[src/rtl/pc_pkg.sv]
// Shared types and default sizes for the PC / return-address-stack unit.
// Imported by pc_stack_unit and ras_stack.
package pc_pkg;

   localparam int ADDR_W_DEF    = 9;
   localparam int RAS_DEPTH_DEF = 4;
   localparam int OFF_W_DEF     = 6;

   typedef enum logic [2:0] {
      START,
      STALL,
      RET,
      CALL,
      BRANCH,
      INCR
   } pc_action_e;

endpackage

[src/rtl/ras_stack.sv]
// Circular return-address stack: a push onto a full stack overwrites
// the oldest entry and the count saturates at DEPTH.
module ras_stack #(
   parameter int DEPTH = 4,
   parameter int W     = 9,
   parameter int CW    = $clog2(DEPTH + 1)
) (
   input  logic          clk,
   input  logic          rst_n,
   input  logic          clear,
   input  logic          push,
   input  logic          pop,
   input  logic [W-1:0]  push_data,
   output logic [W-1:0]  top,
   output logic [CW-1:0] count
);

   localparam int PW = (DEPTH > 1) ? $clog2(DEPTH) : 1;
   localparam logic [PW-1:0] LAST = PW'(DEPTH - 1);
   localparam logic [CW-1:0] FULL = CW'(DEPTH);

   logic [W-1:0]  mem [DEPTH];
   logic [PW-1:0] wp;
   logic [PW-1:0] wp_inc;
   logic [PW-1:0] wp_dec;

   // Wrap the write pointer explicitly so non-power-of-two depths work.
   always_comb begin
      wp_inc = (wp == LAST) ? '0 : wp + 1'b1;
      wp_dec = (wp == '0) ? LAST : wp - 1'b1;
      top    = mem[wp_dec];
   end

   // Pointer, occupancy and entry storage.
   always_ff @(posedge clk or negedge rst_n) begin
      if (!rst_n) begin
         wp    <= '0;
         count <= '0;
         for (int i = 0; i < DEPTH; i++) mem[i] <= '0;
      end else if (clear) begin
         wp    <= '0;
         count <= '0;
      end else if (push) begin
         mem[wp] <= push_data;
         wp      <= wp_inc;
         if (count != FULL) count <= count + 1'b1;
      end else if (pop && count != '0) begin
         wp    <= wp_dec;
         count <= count - 1'b1;
      end
   end

endmodule

[src/rtl/pc_stack_unit.sv]
// Program counter with branch/call/return and a circular return stack.
// Define PC_STACK_CHK_EN to add the sticky ras_err overflow/underflow flag.
module pc_stack_unit
   import pc_pkg::*;
#(
   parameter int ADDR_W    = ADDR_W_DEF,
   parameter int RAS_DEPTH = RAS_DEPTH_DEF,
   parameter int OFF_W     = OFF_W_DEF
) (
   input  logic                           clk,
   input  logic                           rst_n,
   input  logic                           start,
   input  logic [ADDR_W-1:0]              start_addr,
   input  logic                           stall,
   input  logic                           branch,
   input  logic                           taken,
   input  logic                           rel,
   input  logic [ADDR_W-1:0]              abs_target,
   input  logic [OFF_W-1:0]               offset,
   input  logic                           call,
   input  logic                           ret,
   output logic [ADDR_W-1:0]              pc_out,
   output logic [$clog2(RAS_DEPTH+1)-1:0] ras_count,
   output logic                           ras_empty,
   output logic                           ras_full
`ifdef PC_STACK_CHK_EN
   ,
   output logic                           ras_err
`endif
);

   localparam int CW = $clog2(RAS_DEPTH + 1);

   pc_action_e        act;
   logic [ADDR_W-1:0] pc_inc;
   logic [ADDR_W-1:0] pc_rel;
   logic [ADDR_W-1:0] pc_next;
   logic [ADDR_W-1:0] ras_top;
   logic              push;
   logic              pop;

   assign ras_empty = (ras_count == '0);
   assign ras_full  = (ras_count == CW'(RAS_DEPTH));

   // Pick the single winning action and the next PC.
   always_comb begin
      act     = INCR;
      pc_inc  = pc_out + 1'b1;
      pc_rel  = pc_out +
                {{(ADDR_W-OFF_W){offset[OFF_W-1]}}, offset};
      pc_next = pc_inc;
      if (start)                act = START;
      else if (stall)           act = STALL;
      else if (ret)             act = RET;
      else if (call)            act = CALL;
      else if (branch && taken) act = BRANCH;
      unique case (act)
         START:   pc_next = start_addr;
         STALL:   pc_next = pc_out;
         RET:     pc_next = ras_empty ? pc_inc : ras_top;
         CALL:    pc_next = abs_target;
         BRANCH:  pc_next = rel ? pc_rel : abs_target;
         default: pc_next = pc_inc;
      endcase
      push = (act == CALL);
      pop  = (act == RET);
   end

   // Registered program counter.
   always_ff @(posedge clk or negedge rst_n) begin
      if (!rst_n) pc_out <= '0;
      else        pc_out <= pc_next;
   end

   ras_stack #(
      .DEPTH (RAS_DEPTH),
      .W     (ADDR_W),
      .CW    (CW)
   ) u_ras (
      .clk       (clk),
      .rst_n     (rst_n),
      .clear     (act == START),
      .push      (push),
      .pop       (pop),
      .push_data (pc_inc),
      .top       (ras_top),
      .count     (ras_count)
   );

`ifdef PC_STACK_CHK_EN
   // Sticky error on pushing into a full stack or popping an empty one.
   always_ff @(posedge clk or negedge rst_n) begin
      if (!rst_n)
         ras_err <= 1'b0;
      else if (act == START)
         ras_err <= 1'b0;
      else if ((push && ras_full) || (pop && ras_empty))
         ras_err <= 1'b1;
   end
`endif

endmodule
[config.mk]
export PLATFORM = sky130hd
export DESIGN_NAME = pc_stack_unit
export DESIGN_NICKNAME = d
export VERILOG_FILES = /design/src/rtl/pc_pkg.sv /design/src/rtl/ras_stack.sv /design/src/rtl/pc_stack_unit.sv
export SDC_FILE = /design/constraint.sdc
export NUM_CORES = 1
export LEC_CHECK = 0
export ABC_AREA = 0
export CORE_MARGIN = 1
export CORE_UTILIZATION = 30
export DETAILED_ROUTE_END_ITERATION = 8
export PLACE_DENSITY = 0.51
export SETUP_SLACK_MARGIN = 0.3
export SLEW_MARGIN = 20
export SYNTH_ARGS = -nofsm -noshare
export SYNTH_HDL_FRONTEND = slang
export SYNTH_SLANG_ARGS = --single-unit
[constraint.sdc]
create_clock -name clk -period 3.85 [get_ports clk]
set_input_delay 0.9625 -clock clk [delete_from_list [all_inputs] [get_ports clk]]
set_output_delay 0.9625 -clock clk [all_outputs]
set_load 0.005 [all_outputs]
---- After elaboration in Yosys (flattened, before gate mapping) ----
Cells that the tools add are included.
operators by class
  add/sub/neg operators ................... 6
  magnitude comparators ................... 3
  equality and inequality tests ........... 8
  muxes and demuxes ....................... 23
  bitwise logic cells ..................... 3
  reduce and logical (&&, ||, !) cells .... 10
operators with widths
  operator                                                    number
  2-to-1 mux 9 bit                                            5
  one-hot mux 9 bit (5 select lines)                          1
  bitwise mux 36 bit                                          1
  2-to-1 mux 3 bit                                            8
  binary-select mux 9 bit (select 2 bit)                      1
  demux 9 bit (select 2 bit)                                  1
  2-to-1 mux 2 bit                                            5
  adder 9 x 1 -> 9 bit, second input constant                 1
  adder 9 bit                                                 1
  == test 3 x 2 -> 1 bit, second input constant               2
  == test 3 bit, second input constant                        2
  greater-or-equal comparator 3 bit, second input constant    2
  zero test 3 bit                                             2
  inverter 2 -> 3 bit                                         2
  nonzero test 3 bit                                          2
  AND reduction 2 bit                                         2
  adder 3 x 1 -> 3 bit, second input constant                 1
  == test 3 x 1 -> 1 bit, second input constant               1
  logical AND 1 bit                                           3
  less-than comparator 3 x 1 -> 1 bit, second input constant  1
  inequality test 3 x 1 -> 1 bit, second input constant       1
  inequality test 3 bit, second input constant                1
  subtractor 3 x 1 -> 3 bit, second input constant            1
  adder 2 x 1 -> 2 bit, second input constant                 1
  5 further kinds                                             5
storage, ports and cells
  flip-flop bits (word level) ............. 50
  bits of input ports ..................... 33
  output and inout port bits .............. 14
  word-level logic and storage cells ...... 60

---- Logic depth before layout (Yosys ltp) ----
  word-level depth ........................ 11
  mapped depth ............................ 8

---- By module ----
Synthesis repeated with hierarchy kept, for this count alone.
second synthesis, totals
  cell total of the unflattened synthesis .. 300
  area total of the unflattened synthesis .. 3467.1 um^2
modules (own cells, without submodules)
  module         instances  cells each  area an instance (um^2)
  ras_stack      1          129         2154.6
  pc_stack_unit  1          171         1312.5

---- Least setup slack after synthesis ----
OpenSTA, ideal clock, no wires.
  path type ............................... input to register
  start ................................... input port offset[0]
  end ..................................... register pc_out[8]
  setup time .............................. 0.137 ns
  data arrival time ....................... 2.411 ns
  data required time ...................... 3.713 ns
  slack ................................... 1.301 ns
  cell stages on the path ................. 7
  buffers on the path ..................... 0
  cell sequence ........................... ha_1 -> fa_1 -> a211oi_1 -> o21ai_0 -> a31oi_1 -> xnor2_1 -> o211ai_1
on the way
  word-level cells in the longest chain between the ends .. 3
RTL lines
  what                                line                 RTL
  from (decl)                         pc_stack_unit.sv:19  input logic [OFF_W-1:0] offset,
  adder 9 bit                         pc_stack_unit.sv:49  pc_rel = pc_out +
  2-to-1 mux 9 bit                    pc_stack_unit.sv:62  BRANCH: pc_next = rel ? pc_rel : abs_target;
  one-hot mux 9 bit (5 select lines)  pc_stack_unit.sv:57  unique case (act)
  to (signal assigned)                pc_stack_unit.sv:72  else pc_out <= pc_next;
  to (decl)                           pc_stack_unit.sv:22  output logic [ADDR_W-1:0] pc_out,
No other way between the ends.
A chain may end at the register's enable or synchronous reset.

---- Worst setup path after layout ----
  start ................................... input port stall
  end ..................................... register u_ras.count[2]
on the way
  word-level cells in the longest chain between the ends .. 6
  elaborated cells between the ends (all ways) .. 11
RTL lines
  what                           line                 RTL
  from (decl)                    pc_stack_unit.sv:14  input logic stall,
  2-to-1 mux 3 bit *             pc_stack_unit.sv:53  else if (stall) act = STALL;
  2-to-1 mux 3 bit *             pc_stack_unit.sv:52  if (start) act = START;
  == test 3 x 2 -> 1 bit         pc_stack_unit.sv:66  pop = (act == RET);
  logical AND 1 bit              ras_stack.sv:47      end else if (pop && count != '0) begin
  nonzero test 3 bit (no line)   -
  AND reduction 2 bit (no line)  -
  to (signal assigned)           ras_stack.sv:46      if (count != FULL) count <= count + 1'b1;
  to (signal assigned)           ras_stack.sv:49      count <= count - 1'b1;
  to (decl)                      ras_stack.sv:15      output logic [CW-1:0] count
Every way passes the cells marked *; elsewhere a longest branch is shown, timed or not.

==> results.py <==
metrics = {
    "grt": {
        "grt_use_met2_pct": 28.5,
        "grt_util_met1_pct": 21.8,
        "overflow": 0,
        "grt_pass1_vias": 2628,
        "grt_use_total_pct": 16.5,
        "use_met3_pct": 2.99,
        "grt_first_pass_wirelength_mm": 14.2,
        "grt_max_degree": 36,
        "grt-busiest-layer": "met2",
        "antenna_found_initial": 0,
    },
    "detailed_routing": {
        "drtIter0Drc": 161,
        "routed_wl_mm": 8.69,
        "wl_per_cell_um": 17.0,
        "drcViolationCount": 0,
        "via_count": 2647,
        "vias_per_cell": 5.18,
        "dr.pass1.iters": 5,
        "route.antenna.remaining_nets": 0,
    },
    "worst_setup_path": {
        "worstRegToRegCells": 6,
        "crit_required_ps": 4060,
        "worst-r2r-setup-slack_ps": 1200,
        "slowest_stage": "clkdlybuf4s50_1",
        "endpoint_kind": "register",
        "critical_path_arrival_ps": 3130,
        "cp_top_family": "buffers and inverters",
        "cp.buffers_inverters": 2,
        "timing.rr.end": "pc_out[7]",
        "critPathMostFrequentCell": "o21ai_1",
        "path_cells": "clkdlybuf4s50_1 > nor4b_4 > inv_2 > fa_1 > o21ai_1 > xnor2_1 > o21ai_1",
        "cpPeakStageDelay_ps": 650,
        "critical_path_class": "input port to register",
        "worst_setup_path_start_kind": "input port",
        "r2r_start": "u_ras.wp[0]",
        "path_max_fanout": 12,
    },
    "sta": {
        "hold_viol": 0,
        "tns_ps": 0,
        "max_freq_mhz": 342,
        "slew_headroom_pct": 43.6,
        "fin_skew_ps": 10.8,
        "setup_slack_ps": 927,
        "rsz0062_at_grt": "no",
        "holdWs_ps": 485,
        "finalCriticalPeriod_ps": 2920,
        "setup_viol": 0,
        "slew_viol_final": 0,
        "worstMarginPinSlew_ps": 846,
        "finalCritPeriodShare_pct": 75.9,
    },
    "yosys": {
        "ys.flop_type": "dfrtp_1",
        "syn_inst": 331,
        "synth.distinct_cells": 58,
        "avgSynthCellArea_um2": 9.56,
        "synth_nets": 379,
        "synthArstFlopShare_pct": 100,
        "yosysSeqAreaShare_pct": 39.6,
        "syn_area_mm2": 0.00316,
        "synth_edf_count": 0,
        "yosysWarnings": 0,
        "ys_ff_latch": 50,
    },
    "power": {
        "powerDensity_mw_per_mm2": 370,
        "irDropWorstVdd_v": 0.000134,
        "p_leak_nw": 1.58,
    },
    "clocking": {
        "h-tree-depth": 2,
        "clk_latency_ps": 310,
        "clockBufferDepth": 2,
        "cts_hold_buf": 0,
        "numCtsBuffers": 5,
        "clk_pin_slew_worst_paths_ps": 100,
        "cts_resized": 0,
        "cts_tree": "built",
        "cts_sinks": 50,
        "post_cts_buffers": 0,
        "root_buffer": "clkbuf_8",
    },
    "floorplan": {
        "die_h_um": 105,
        "start_util_pct": 30.8,
        "std_cell_rows": 37,
        "ios": 47,
        "die_area_mm2": 0.0110,
        "fp.coreArea_mm2": 0.0103,
        "die_width_um": 105,
    },
    "hold_path": {
        "holdCritPathClass": "register to register",
        "whs_path_depth": 2,
        "hold_end": "u_ras.mem[28]",
        "holdCritStartpoint": "u_ras.mem[28]",
    },
    "place": {
        "io_buffer_count": 46,
        "dp_hpwl_mm": 6.53,
        "post-place-ws_ps": 619,
        "place_congestion": 0.783,
        "dp_cells": 503,
    },
    "finish": {
        "fin_util_pct": 37.3,
        "num-fill-cells": 1060,
        "drive_gt1_share_pct": 9.87,
        "area_delta_synth_final_pct": 21.2,
        "n_antenna_cell": 0,
        "instances_no_fill": 511,
        "final_nets": 422,
    },
    "job": {
        "maxCapViolCount": 0,
    },
    "outcome": {
        "run_status": "finished, final reports clean",
    },
}
==> report_power, final <==
group | switching (mW) | internal (mW)
sequential | 0.0718 | 0.600
clock | 0.201 | 0.135
combinational | 0.211 | 0.201
==> layer usage <==
layer	part of all wire (%)	wire length, µm
met1	45	3950
met2	49	4280
met3	4.5	395
met4	0.70	61
met5	0	0
==> cells in the mapped netlist (5+ instances only) <==
cell	number	share of area, %
a211oi_1	6	1.4
a21oi_1	8	1.3
clkbuf_1	6	0.71
dfrtp_1	50	40
ha_1	13	5.1
inv_1	6	0.71
mux4_2	9	6.4
nand2_1	64	7.6
nand2b_1	6	1.2
nand3_1	12	1.9
nor2_1	17	2.0
o21ai_0	39	6.2
xnor2_1	5	1.4
xor2_1	6	1.7
==> metrics by stage <==
step           area (µm²)  power, mW
2_1_floorplan        3160      0.923
3_3_place_gp         3740       1.09
3_5_place_dp         3740       1.09
4_1_cts              3830       1.44
5_1_grt              3830       1.51
6_report             3830       1.42
==> layout by cell type, fill, tap and decap left out, types with 5 or more instances in the layout <==
cell	instances
nand3_1	12
a211oi_1	6
nor2_1	17
ha_1	13
nand2b_1	6
inv_1	6
a21oi_1	8
mux4_2	9
xor2_1	6
clkdlybuf4s50_1	45
xnor2_1	5
o21ai_0	39
nand2_1	64
dfrtp_1	50
clkbuf_8	5
==> cells by family (layout without fill, tap and decap cells) <==
family                     after synthesis  in the layout  share of synthesized area, %
buffers and inverters                   22             66                          3.52
xor gates and xnor gates                11             11                          3.05
adders and majority gates               15             15                          6.41
and+or+nand+nor                        127            127                          20.2
muxes                                   12             12                          7.44
AOI/OAI and AO/OA                       94             94                          19.8
DFF                                     50             50                          39.6
==> final cells by class <==
| cell class | instances | area [µm²] | share of cell area (%) |
|---|---|---|---|
| timing repair buffer | 50 | 485 | 12.7 |
| inverter | 8 | 30.0 | 0.783 |
| multi-input combinational | 259 | 1800 | 46.9 |
| tap | 136 | 170 | 4.44 |
| clock inverter | 3 | 28.8 | 0.750 |
| sequential | 50 | 1250 | 32.6 |
| clock buffer | 5 | 68.8 | 1.79 |
==> worst register-to-register path, delay by kind of cell (launching register included) <==
kind / cells / cell delay (ps)
AND/OR/NAND/NOR: 1 / 90
buffers and inverters: 1 / 90
adder cells (fa/ha/maj): 1 / 740
AO/OA/AOI/OAI: 2 / 570
multiplexers: 1 / 590
flip-flops: 1 / 470
==> flip-flops by register name, summed over array words and instances, names as in the netlist <==
register / flops
pc_out: 9
u_ras.count: 3
u_ras.mem: 36
u_ras.wp: 2
==> worst max path at each step <==
stage / start / endpoint / slack, ps / cells past startpoint
floorplan: offset[0] / pc_out[8] / 1300 / 7
global placement: offset[0] / pc_out[8] / 640 / 8
detailed placement: stall / u_ras.count[2] / 620 / 7
CTS: stall / u_ras.count[2] / 940 / 7
global route: stall / u_ras.count[2] / 750 / 7
finish: stall / u_ras.count[2] / 930 / 7
No activity file was read; power rests on OpenSTA's default activity.
